$ cat src/rtl/video_timing_gen_pkg.sv
// Shared defaults and helpers for the raster timing generator.
package video_timing_gen_pkg;

    // 640x480@60 raster at half horizontal rate (12.5875 MHz pixel clock)
    localparam int DEF_H_VISIBLE = 320;
    localparam int DEF_H_FP      = 8;
    localparam int DEF_H_SYNC    = 48;
    localparam int DEF_H_BP      = 24;
    localparam int DEF_V_VISIBLE = 480;
    localparam int DEF_V_FP      = 10;
    localparam int DEF_V_SYNC    = 2;
    localparam int DEF_V_BP      = 33;
    localparam bit DEF_HSYNC_POL = 1'b0;
    localparam bit DEF_VSYNC_POL = 1'b0;

    // 256x240 game field placement inside the raster
    localparam int DEF_GAME_W    = 256;
    localparam int DEF_GAME_H    = 240;
    localparam int DEF_H_OFFSET  = 32;
    localparam int DEF_V_OFFSET  = 0;
    localparam int DEF_V_SCALE   = 2;
    localparam int DEF_PREFETCH  = 2;

    localparam int GAME_COORD_W  = 8;

    // Line-repeat factor expressed as a right shift on the display line index
    function automatic int scale_shift(input int scale);
        if (scale == 4) return 2;
        if (scale == 2) return 1;
        return 0;
    endfunction

    function automatic bit scale_legal(input int scale);
        return (scale == 1) || (scale == 2) || (scale == 4);
    endfunction

endpackage

$ cat src/rtl/video_timing_gen_axis.sv
// One raster axis: wrapping position counter plus sync/active decode.
module video_timing_gen_axis
    import video_timing_gen_pkg::*;
#(
    parameter int VISIBLE = DEF_H_VISIBLE,
    parameter int FP      = DEF_H_FP,
    parameter int SYNC    = DEF_H_SYNC,
    parameter int BP      = DEF_H_BP,
    parameter int W       = $clog2(VISIBLE + FP + SYNC + BP)
) (
    input  logic         clk,
    input  logic         rst,
    input  logic         en,
    output logic [W-1:0] cnt,
    output logic         wrap,
    output logic         in_sync,
    output logic         active
);

    localparam int TOTAL = VISIBLE + FP + SYNC + BP;

    localparam logic [W-1:0] LAST       = W'(TOTAL - 1);
    localparam logic [W-1:0] SYNC_FIRST = W'(VISIBLE + FP);
    localparam logic [W-1:0] SYNC_LAST  = W'(VISIBLE + FP + SYNC - 1);
    localparam logic [W-1:0] VIS_END    = W'(VISIBLE);

    // Position counter: advances when enabled, wraps at the end of the axis
    always_ff @(posedge clk) begin
        if (rst) begin
            cnt <= '0;
        end else if (en) begin
            cnt <= (cnt == LAST) ? '0 : cnt + 1'b1;
        end
    end

    // Carry and region decode of the current count
    always_comb begin
        wrap    = en && (cnt == LAST);
        in_sync = (cnt >= SYNC_FIRST) && (cnt <= SYNC_LAST);
        active  = cnt < VIS_END;
    end

endmodule

$ cat src/rtl/video_timing_gen.sv
// Raster timing generator: sync, blanking, game-field coordinates,
// prefetch coordinate and line/frame strobes, all registered.
module video_timing_gen
    import video_timing_gen_pkg::*;
#(
    parameter int H_VISIBLE = DEF_H_VISIBLE,
    parameter int H_FP      = DEF_H_FP,
    parameter int H_SYNC    = DEF_H_SYNC,
    parameter int H_BP      = DEF_H_BP,
    parameter int V_VISIBLE = DEF_V_VISIBLE,
    parameter int V_FP      = DEF_V_FP,
    parameter int V_SYNC    = DEF_V_SYNC,
    parameter int V_BP      = DEF_V_BP,
    parameter bit HSYNC_POL = DEF_HSYNC_POL,
    parameter bit VSYNC_POL = DEF_VSYNC_POL,
    parameter int GAME_W    = DEF_GAME_W,
    parameter int GAME_H    = DEF_GAME_H,
    parameter int H_OFFSET  = DEF_H_OFFSET,
    parameter int V_OFFSET  = DEF_V_OFFSET,
    parameter int V_SCALE   = DEF_V_SCALE,
    parameter int PREFETCH  = DEF_PREFETCH
) (
    input  logic                    clk_12_5875,
    input  logic                    rst,
    input  logic                    blank_req,
    output logic                    hsync,
    output logic                    vsync,
    output logic                    visible,
    output logic                    in_game,
    output logic [GAME_COORD_W-1:0] game_x,
    output logic [GAME_COORD_W-1:0] game_y,
    output logic                    fetch_valid,
    output logic [GAME_COORD_W-1:0] fetch_x,
    output logic                    line_start,
    output logic                    frame_start,
    output logic                    vblank
);

    localparam int H_TOTAL  = H_VISIBLE + H_FP + H_SYNC + H_BP;
    localparam int V_TOTAL  = V_VISIBLE + V_FP + V_SYNC + V_BP;
    localparam int HW       = $clog2(H_TOTAL);
    localparam int VW       = $clog2(V_TOTAL);
    localparam int VS_SHIFT = scale_shift(V_SCALE);

    localparam logic [HW-1:0] H_OFF  = HW'(H_OFFSET);
    localparam logic [HW-1:0] H_WIN  = HW'(GAME_W);
    localparam logic [HW-1:0] H_LEAD = HW'(PREFETCH);
    localparam logic [VW-1:0] V_OFF  = VW'(V_OFFSET);
    localparam logic [VW-1:0] V_SPAN = VW'(GAME_H * V_SCALE);
    localparam logic [VW-1:0] V_VIS  = VW'(V_VISIBLE);

    if (H_OFFSET + GAME_W > H_VISIBLE) begin : g_bad_h_window
        $error("game window exceeds visible width");
    end
    if (V_OFFSET + GAME_H * V_SCALE > V_VISIBLE) begin : g_bad_v_window
        $error("game window exceeds visible height");
    end
    if (GAME_W < 1 || GAME_W > 256 || GAME_H < 1 || GAME_H > 256) begin : g_bad_game_size
        $error("game field size out of range");
    end
    if (PREFETCH < 0 || PREFETCH > H_OFFSET) begin : g_bad_prefetch
        $error("PREFETCH must lie in 0..H_OFFSET");
    end
    if (!scale_legal(V_SCALE)) begin : g_bad_scale
        $error("V_SCALE must be 1, 2 or 4");
    end

    logic [HW-1:0] h_cnt;
    logic [VW-1:0] v_cnt;
    logic          h_wrap;
    logic          v_wrap_unused;
    logic          h_sync_act;
    logic          v_sync_act;
    logic          h_active;
    logic          v_active;

    video_timing_gen_axis #(
        .VISIBLE (H_VISIBLE),
        .FP      (H_FP),
        .SYNC    (H_SYNC),
        .BP      (H_BP),
        .W       (HW)
    ) u_h_axis (
        .clk     (clk_12_5875),
        .rst     (rst),
        .en      (1'b1),
        .cnt     (h_cnt),
        .wrap    (h_wrap),
        .in_sync (h_sync_act),
        .active  (h_active)
    );

    video_timing_gen_axis #(
        .VISIBLE (V_VISIBLE),
        .FP      (V_FP),
        .SYNC    (V_SYNC),
        .BP      (V_BP),
        .W       (VW)
    ) u_v_axis (
        .clk     (clk_12_5875),
        .rst     (rst),
        .en      (h_wrap),
        .cnt     (v_cnt),
        .wrap    (v_wrap_unused),
        .in_sync (v_sync_act),
        .active  (v_active)
    );

    logic [HW-1:0]           h_rel;
    logic [HW-1:0]           f_rel;
    logic [VW-1:0]           v_rel;
    logic                    game_line;
    logic                    visible_d;
    logic                    in_game_d;
    logic                    fetch_valid_d;
    logic [GAME_COORD_W-1:0] game_x_d;
    logic [GAME_COORD_W-1:0] game_y_d;
    logic [GAME_COORD_W-1:0] fetch_x_d;

    // Decode of the current counters. Window tests use modular offsets:
    // positions before a window's start wrap to values >= its size, so a
    // single unsigned "< size" compare covers both window edges.
    always_comb begin
        h_rel         = h_cnt - H_OFF;
        f_rel         = h_cnt + H_LEAD - H_OFF;
        v_rel         = v_cnt - V_OFF;
        game_line     = v_rel < V_SPAN;
        visible_d     = h_active && v_active && !blank_req;
        in_game_d     = visible_d && game_line && (h_rel < H_WIN);
        fetch_valid_d = game_line && (f_rel < H_WIN);
        game_x_d      = in_game_d ? GAME_COORD_W'(h_rel) : '0;
        fetch_x_d     = fetch_valid_d ? GAME_COORD_W'(f_rel) : '0;
        game_y_d      = game_line ? GAME_COORD_W'(v_rel >> VS_SHIFT) : '0;
    end

    // Output register: one clock behind the counters, idle values on reset
    always_ff @(posedge clk_12_5875) begin
        if (rst) begin
            hsync       <= ~HSYNC_POL;
            vsync       <= ~VSYNC_POL;
            visible     <= 1'b0;
            in_game     <= 1'b0;
            game_x      <= '0;
            game_y      <= '0;
            fetch_valid <= 1'b0;
            fetch_x     <= '0;
            line_start  <= 1'b0;
            frame_start <= 1'b0;
            vblank      <= 1'b0;
        end else begin
            hsync       <= h_sync_act ? HSYNC_POL : ~HSYNC_POL;
            vsync       <= v_sync_act ? VSYNC_POL : ~VSYNC_POL;
            visible     <= visible_d;
            in_game     <= in_game_d;
            game_x      <= game_x_d;
            game_y      <= game_y_d;
            fetch_valid <= fetch_valid_d;
            fetch_x     <= fetch_x_d;
            line_start  <= game_line && (h_cnt == '0);
            frame_start <= (h_cnt == '0) && (v_cnt == V_VIS);
            vblank      <= !v_active;
        end
    end

endmodule

$ cat config.mk
export PLATFORM = sky130hd
export DESIGN_NAME = video_timing_gen
export DESIGN_NICKNAME = d
export VERILOG_FILES = /design/src/rtl/video_timing_gen_pkg.sv /design/src/rtl/video_timing_gen_axis.sv /design/src/rtl/video_timing_gen.sv
export SDC_FILE = /design/constraint.sdc
export NUM_CORES = 1
export LEC_CHECK = 0
export ABC_AREA = 1
export BUFFER_PORTS_ARGS = -buffer_cell sky130_fd_sc_hd__buf_2
export CORE_ASPECT_RATIO = 1.2
export CORE_UTILIZATION = 45
export CTS_CLUSTER_DIAMETER = 60
export CTS_CLUSTER_SIZE = 40
export DETAILED_ROUTE_END_ITERATION = 8
export PLACE_DENSITY_LB_ADDON = 0.12
export SYNTH_ARGS = -nofsm -noshare
export SYNTH_HDL_FRONTEND = slang
export SYNTH_SLANG_ARGS = --single-unit
$ cat constraint.sdc
create_clock -name clk_12_5875 -period 3.03 [get_ports clk_12_5875]
set_clock_uncertainty 0.05 [all_clocks]
set_input_delay 0.303 -clock clk_12_5875 [delete_from_list [all_inputs] [get_ports clk_12_5875]]
set_output_delay 0.303 -clock clk_12_5875 [all_outputs]
set_load 0.01 [all_outputs]
; After elaboration in Yosys (flattened, before gate mapping)
; Cells that the tools add are included.
[totals]
ff_bits = 51
inputBits = 3
out_inout_bits = 32
wordCells = 51
[op_classes]
add_sub_neg = 5
n_lt_le_gt_ge = 8
eq_ne = 3
muxes = 3
bitwise = 3
n_reduce_logical = 16
[ops]
columns = cell, n
row1 = $lt A9 B9 Y1 const B, 3
row2 = $sub A9 B6 Y9 const B, 2
row3 = $add A10 B1 Y10 const B, 1
row4 = $eq A10 B10 Y1 const B, 1
row5 = $eq A10 B9 Y1 const B, 1
row6 = $ge A10 B9 Y1 const B, 1
row7 = $le A10 B9 Y1 const B, 1
row8 = $lt A10 B9 Y1 const B, 1
row9 = $mux W10, 1
row10 = $add A9 B1 Y9 const B, 1
row11 = $add A9 B2 Y9 const B, 1
row12 = $eq A9 B9 Y1 const B, 1
row13 = $ge A9 B9 Y1 const B, 1
row14 = $le A9 B9 Y1 const B, 1
row15 = $logic_and A1 B1 Y1, 9
row16 = $logic_not A9 Y1, 1
row17 = $reduce_or A2 Y1, 4
row18 = $not A1 Y1, 3
row19 = $logic_not A1 Y1, 2
row20 = $mux W1, 2

; Depth between registers and ports, before layout
[depth]
word_depth = 7
depth_mapped = 9
mapped_depth_nobuf = 8

; Modules after synthesis
; Synthesis repeated with hierarchy kept, for this count alone.
[unflattened]
cells_unflattened = 304
hier_area_um2 = 2267.2
[modules_own_cells]
columns = module, instances, cells_per_inst, area_per_inst_um2, seq_area_each_um2
row1 = video_timing_gen, 1, 130, 1149.9, 640.6
row2 = video_timing_gen_axis (u_v_axis), 1, 88, 576.8, 200.2
row3 = video_timing_gen_axis (u_h_axis), 1, 86, 540.5, 180.2

; Least setup slack after synthesis
; No wires, ideal clock.
[synth_timing]
path_kind = register -> register
startpoint = register u_h_axis.cnt[0]
endpoint = register u_v_axis.cnt[2]
setup_ps = 123
t_arrival_ps = 1174
required_ps = 2857
path_slack_ps = 1683
stages_incl_launch_ff = 7
path_buffers = 0
period_less_slack_ps = 1347
path_cell_list = dfxtp_1 > ha_1 > nand2_1 > nor2_2 > nand4_1 > o21ai_1 > nor2_1
[synth_via]
elab_chain_len = 1
[synth_lines]
columns = item, line_no
row1 = start: declaration, video_timing_gen_axis.sv:14  ; output logic [W-1:0] cnt,
row2 = start signal: assignment, video_timing_gen_axis.sv:32  ; cnt <= (cnt == LAST) ? '0 : cnt + 1'b1;
row3 = $eq A9 B9 Y1, video_timing_gen_axis.sv:38  ; wrap = en && (cnt == LAST);
row4 = end signal: assignment, video_timing_gen_axis.sv:32
row5 = end: declaration, video_timing_gen_axis.sv:14
; No other way between the ends.
; A chain may end at the register's enable or synchronous reset.

; Final worst setup path
; Same ends and word-level chain as after synthesis.

==> flow_summary_export.csv <==
group,metric,value,unit
run_status,outcome,"finished, final reports clean",
drt,viasPerCell,4.72,
drt,firstDrtPassIters,4,
floorplan,core_area,0.00463,mm²
cts,ctsLongestPathBuffers,2,
yosys,synth-warning-count,0,
power,power_frac_comb,3.0,%
cells_and_area,drive_above_1_share,21.3,%
timing,timing_worst_slew_pin_value,0.377,ns
grt,grt_start_max_net_pins,17,
power,netSwitchingPower,0.000254,W
cells_and_area,layout.cells.most_common,"nand2_1",
drt,drt-met1-wl,1.94,mm
critical_path,timing.critical_path.required,3.16,ns
power,share_seq_of_total_power,60.3,%
yosys,synth.lib_cells_used.distinct,25,
cells_and_area,instances_no_fill,377,
hold_path,holdCritPathClass,"input pin to flop",
power,leakage,1.13,nW
hold_path,worst_hold_path.num_cells,2,
yosys,synth_compound_gate_area_share,3.39,%
timing,setup_viol_count_final,0,
drt,met2_length,2.29,mm
yosys,mux_contribution_to_synthesized_area,0,%
cells_and_area,final_cell_mix,"nand2_1 (62), nor2_1 (56), dfxtp_1 (51)",
yosys,ys_seq_elements,51,
power,ir_worst_vdd,0.000291,V
yosys,post_synth_and_or_nand_nor_area_fraction,34.7,%
floorplan,dieWidth,65.5,µm
grt,globalRoute.totalOverflow,0,
cts,clock-sinks,51,
timing,hold_viol,0,
placed_design,place.detailed.hpwl,3.39,mm
floorplan,initial_core_util,47.0,%
critical_path,worst_setup_path_start_kind,"flop",
placed_design,final_weighted_congestion_in_routability_driven_placement,0.791,
cells_and_area,flow.area_growth_from_synthesis,14.5,%
yosys,synth_adder_area_share,5.75,%
timing,finalWorstPathRequiredPeriod,1.67,ns
power,power_per_cell_area,452,mW/mm²
cts,clk_pin_slew_worst_paths,0.10,ns
cts,postCtsSetupRepairBufs,0,
critical_path,r2r.worst_path.cells,6,
yosys,avgSynthCellArea,7.74,µm²
hold_path,worst_min_delay_path_endpoint,"visible",
cts,h_tree_level_count,2,
drt,aggregate_routed_wire_length,4.42,mm
timing,slew_violations,0,
cells_and_area,fin_area,0.00249,mm²
floorplan,fp.dieH,78.2,µm
cts,hold_buffers,0,
timing,slew-limit-headroom,74.8,%
power,p_int,0.000873,W
floorplan,floorplan.rows,27,
cts,cts-resized-gates,0,
yosys,synth_fp_nets,294,
timing,final.period_utilization,55.0,%
drt,num_vias,1780,
yosys,netlist_area,0.00218,mm²
drt,met3_wirelength,107,µm
critical_path,worstSetupEndpointType,"flop",
yosys,synth_top_family_by_area,"simple AND/OR/NAND/NOR gates",
drt,post_drt_wl_per_cell,11.7,µm
cts,tritoncts.num_buffers,5,
critical_path,critical_path_at,1.79,ns
critical_path,path_class,"flop to flop",
grt,grt_first_pass_wirelength,7.47,mm
timing,tns,0,ns
placed_design,placed_cell_area,0.00239,mm²
drt,drt-initial-drc-count,103,
power,sw_frac_of_total,22.6,%
grt,grt_util_all_layers,19.0,%
timing,worst_slack,1.36,ns
cts,worstSkewPairLatency,0.30,ns
critical_path,r2r_start,"u_h_axis.cnt[0]",
critical_path,timing.rr.end,"u_v_axis.cnt[2]",
critical_path,r2r_setup_slack,1.36,ns
drt,highest_layer,"met4",
drt,route.antenna.remaining_nets,0,
power,finalPower,0.00113,W
yosys,syn_inst,281,
cts,cts_tree,"built",
floorplan,dieArea,0.00512,mm²
power,clkPwrFrac,36.7,%
hold_path,holdCritStartpoint,"blank_req",
cells_and_area,diodes,0,
placed_design,dpl_worst_slack,1.37,ns
critical_path,crit_path_max_fanout,5,
flow_run,drv.max_cap_violation_count,0,
yosys,synthXorXnorAreaFrac,2.42,%
cts,ctsRootBufferMaster,"clkbuf_8",
placed_design,port_buffers,34,
grt,first_global_vias,1684,
cells_and_area,final_nets,331,
timing,fmax,600,MHz
yosys,synth_sequential_area_ratio,46.9,%
timing,setup_repair_after_global_routing_missed_its_margin,"no",
placed_design,post-place-cells,369,
grt,number_of_antenna_violations_at_the_first_check_in_global_routing,0,
drt,drcViolationCount,0,
floorplan,num_io_pins,35,
-- stage by stage --
step	hold slack, ns	utilization [%]
after global placement	0.410	51.7
after floorplan	0.332	-
final	0.133	53.9
after CTS	0.131	53.9
after global routing	0.120	53.9
after detailed placement	0.411	51.7
-- routing by layer --
metal	GRT usage [%]	vias to the layer above
li1	-	944
met1	21.4	802
met2	34.2	27
met3	3.63	7
met4	7.61	0
met5	0	-
-- power groups by stage --
stage / registers [W] / logic [W] / clock network (W)
after global placement: 0.000695 / 0.0000345 / 0
after detailed placement: 0.000696 / 0.0000346 / 0
after CTS: 0.000680 / 0.0000348 / 0.000425
final: 0.000680 / 0.0000341 / 0.000413
after floorplan: 0.000696 / 0.0000226 / 0
after global routing: 0.000681 / 0.0000386 / 0.000452
-- worst max-delay path by stage --
| stage | startpoint | to | slack [ns] | cells after the start |
|---|---|---|---|---|
| floorplan | u_h_axis.cnt[0] | u_v_axis.cnt[2] | 1.68 | 6 |
| global placement | u_h_axis.cnt[0] | u_v_axis.cnt[3] | 1.38 | 6 |
| detailed placement | u_h_axis.cnt[0] | u_v_axis.cnt[2] | 1.37 | 6 |
| CTS | u_h_axis.cnt[0] | u_v_axis.cnt[2] | 1.34 | 6 |
| global route | u_h_axis.cnt[0] | u_v_axis.cnt[2] | 1.20 | 6 |
| finish | u_h_axis.cnt[0] | u_v_axis.cnt[2] | 1.36 | 6 |
-- critical path, cell delays in order, from the launching register on --
cell     delay (ns)
dfxtp_1        0.41
ha_1           0.23
nand2_1        0.10
nor2_2         0.15
nand4_1        0.16
o21ai_1        0.36
nor2_1         0.09
-- registers in the layout, summed over array words and instances, names as in the netlist --
| register | count |
|---|---|
| game_x | 8 |
| u_v_axis.cnt | 10 |
| in_game | 1 |
| line_start | 1 |
| u_h_axis.cnt | 9 |
| fetch_x | 8 |
| vsync | 1 |
| fetch_valid | 1 |
| frame_start | 1 |
| game_y | 8 |
| hsync | 1 |
| visible | 1 |
| vblank | 1 |
-- synthesized netlist by cell type (all sizes together) --
master    n  share of area [%]
buf       4                1.1
dfxtp    51                 47
ha       10                5.8
xor2      4                1.6
o2111ai   1               0.40
a21oi     7                1.6
inv      33                5.7
nand2    64                 11
nor2     66                 13
nand3    19                5.6
nor3      7                2.6
nor3b     2               0.69
xnor2     2               0.81
o21ai     6                1.4
nor4      1               0.29
nand4     4                1.1
-- final cells by class --
class	count	area (µm²)
multi-input cells	193	1010
clock buffers	6	82.6
clock inverters	2	16.3
repair buffers	34	170
fillers	462	2140
inverters	33	124
well taps	58	72.6
flip-flops and latches	51	1020
-- kinds of logic (layout without fill, tap and decap cells) --
kind of cell | after synthesis | after routing
flip-flops | 51 | 51
AND/OR/NAND/NOR | 163 | 163
AO/OA/AOI/OAI | 14 | 14
adder cells (fa/ha/maj) | 10 | 10
XOR/XNOR | 6 | 6
buffers and inverters | 37 | 75
Power figures use the tool's default switching activity.
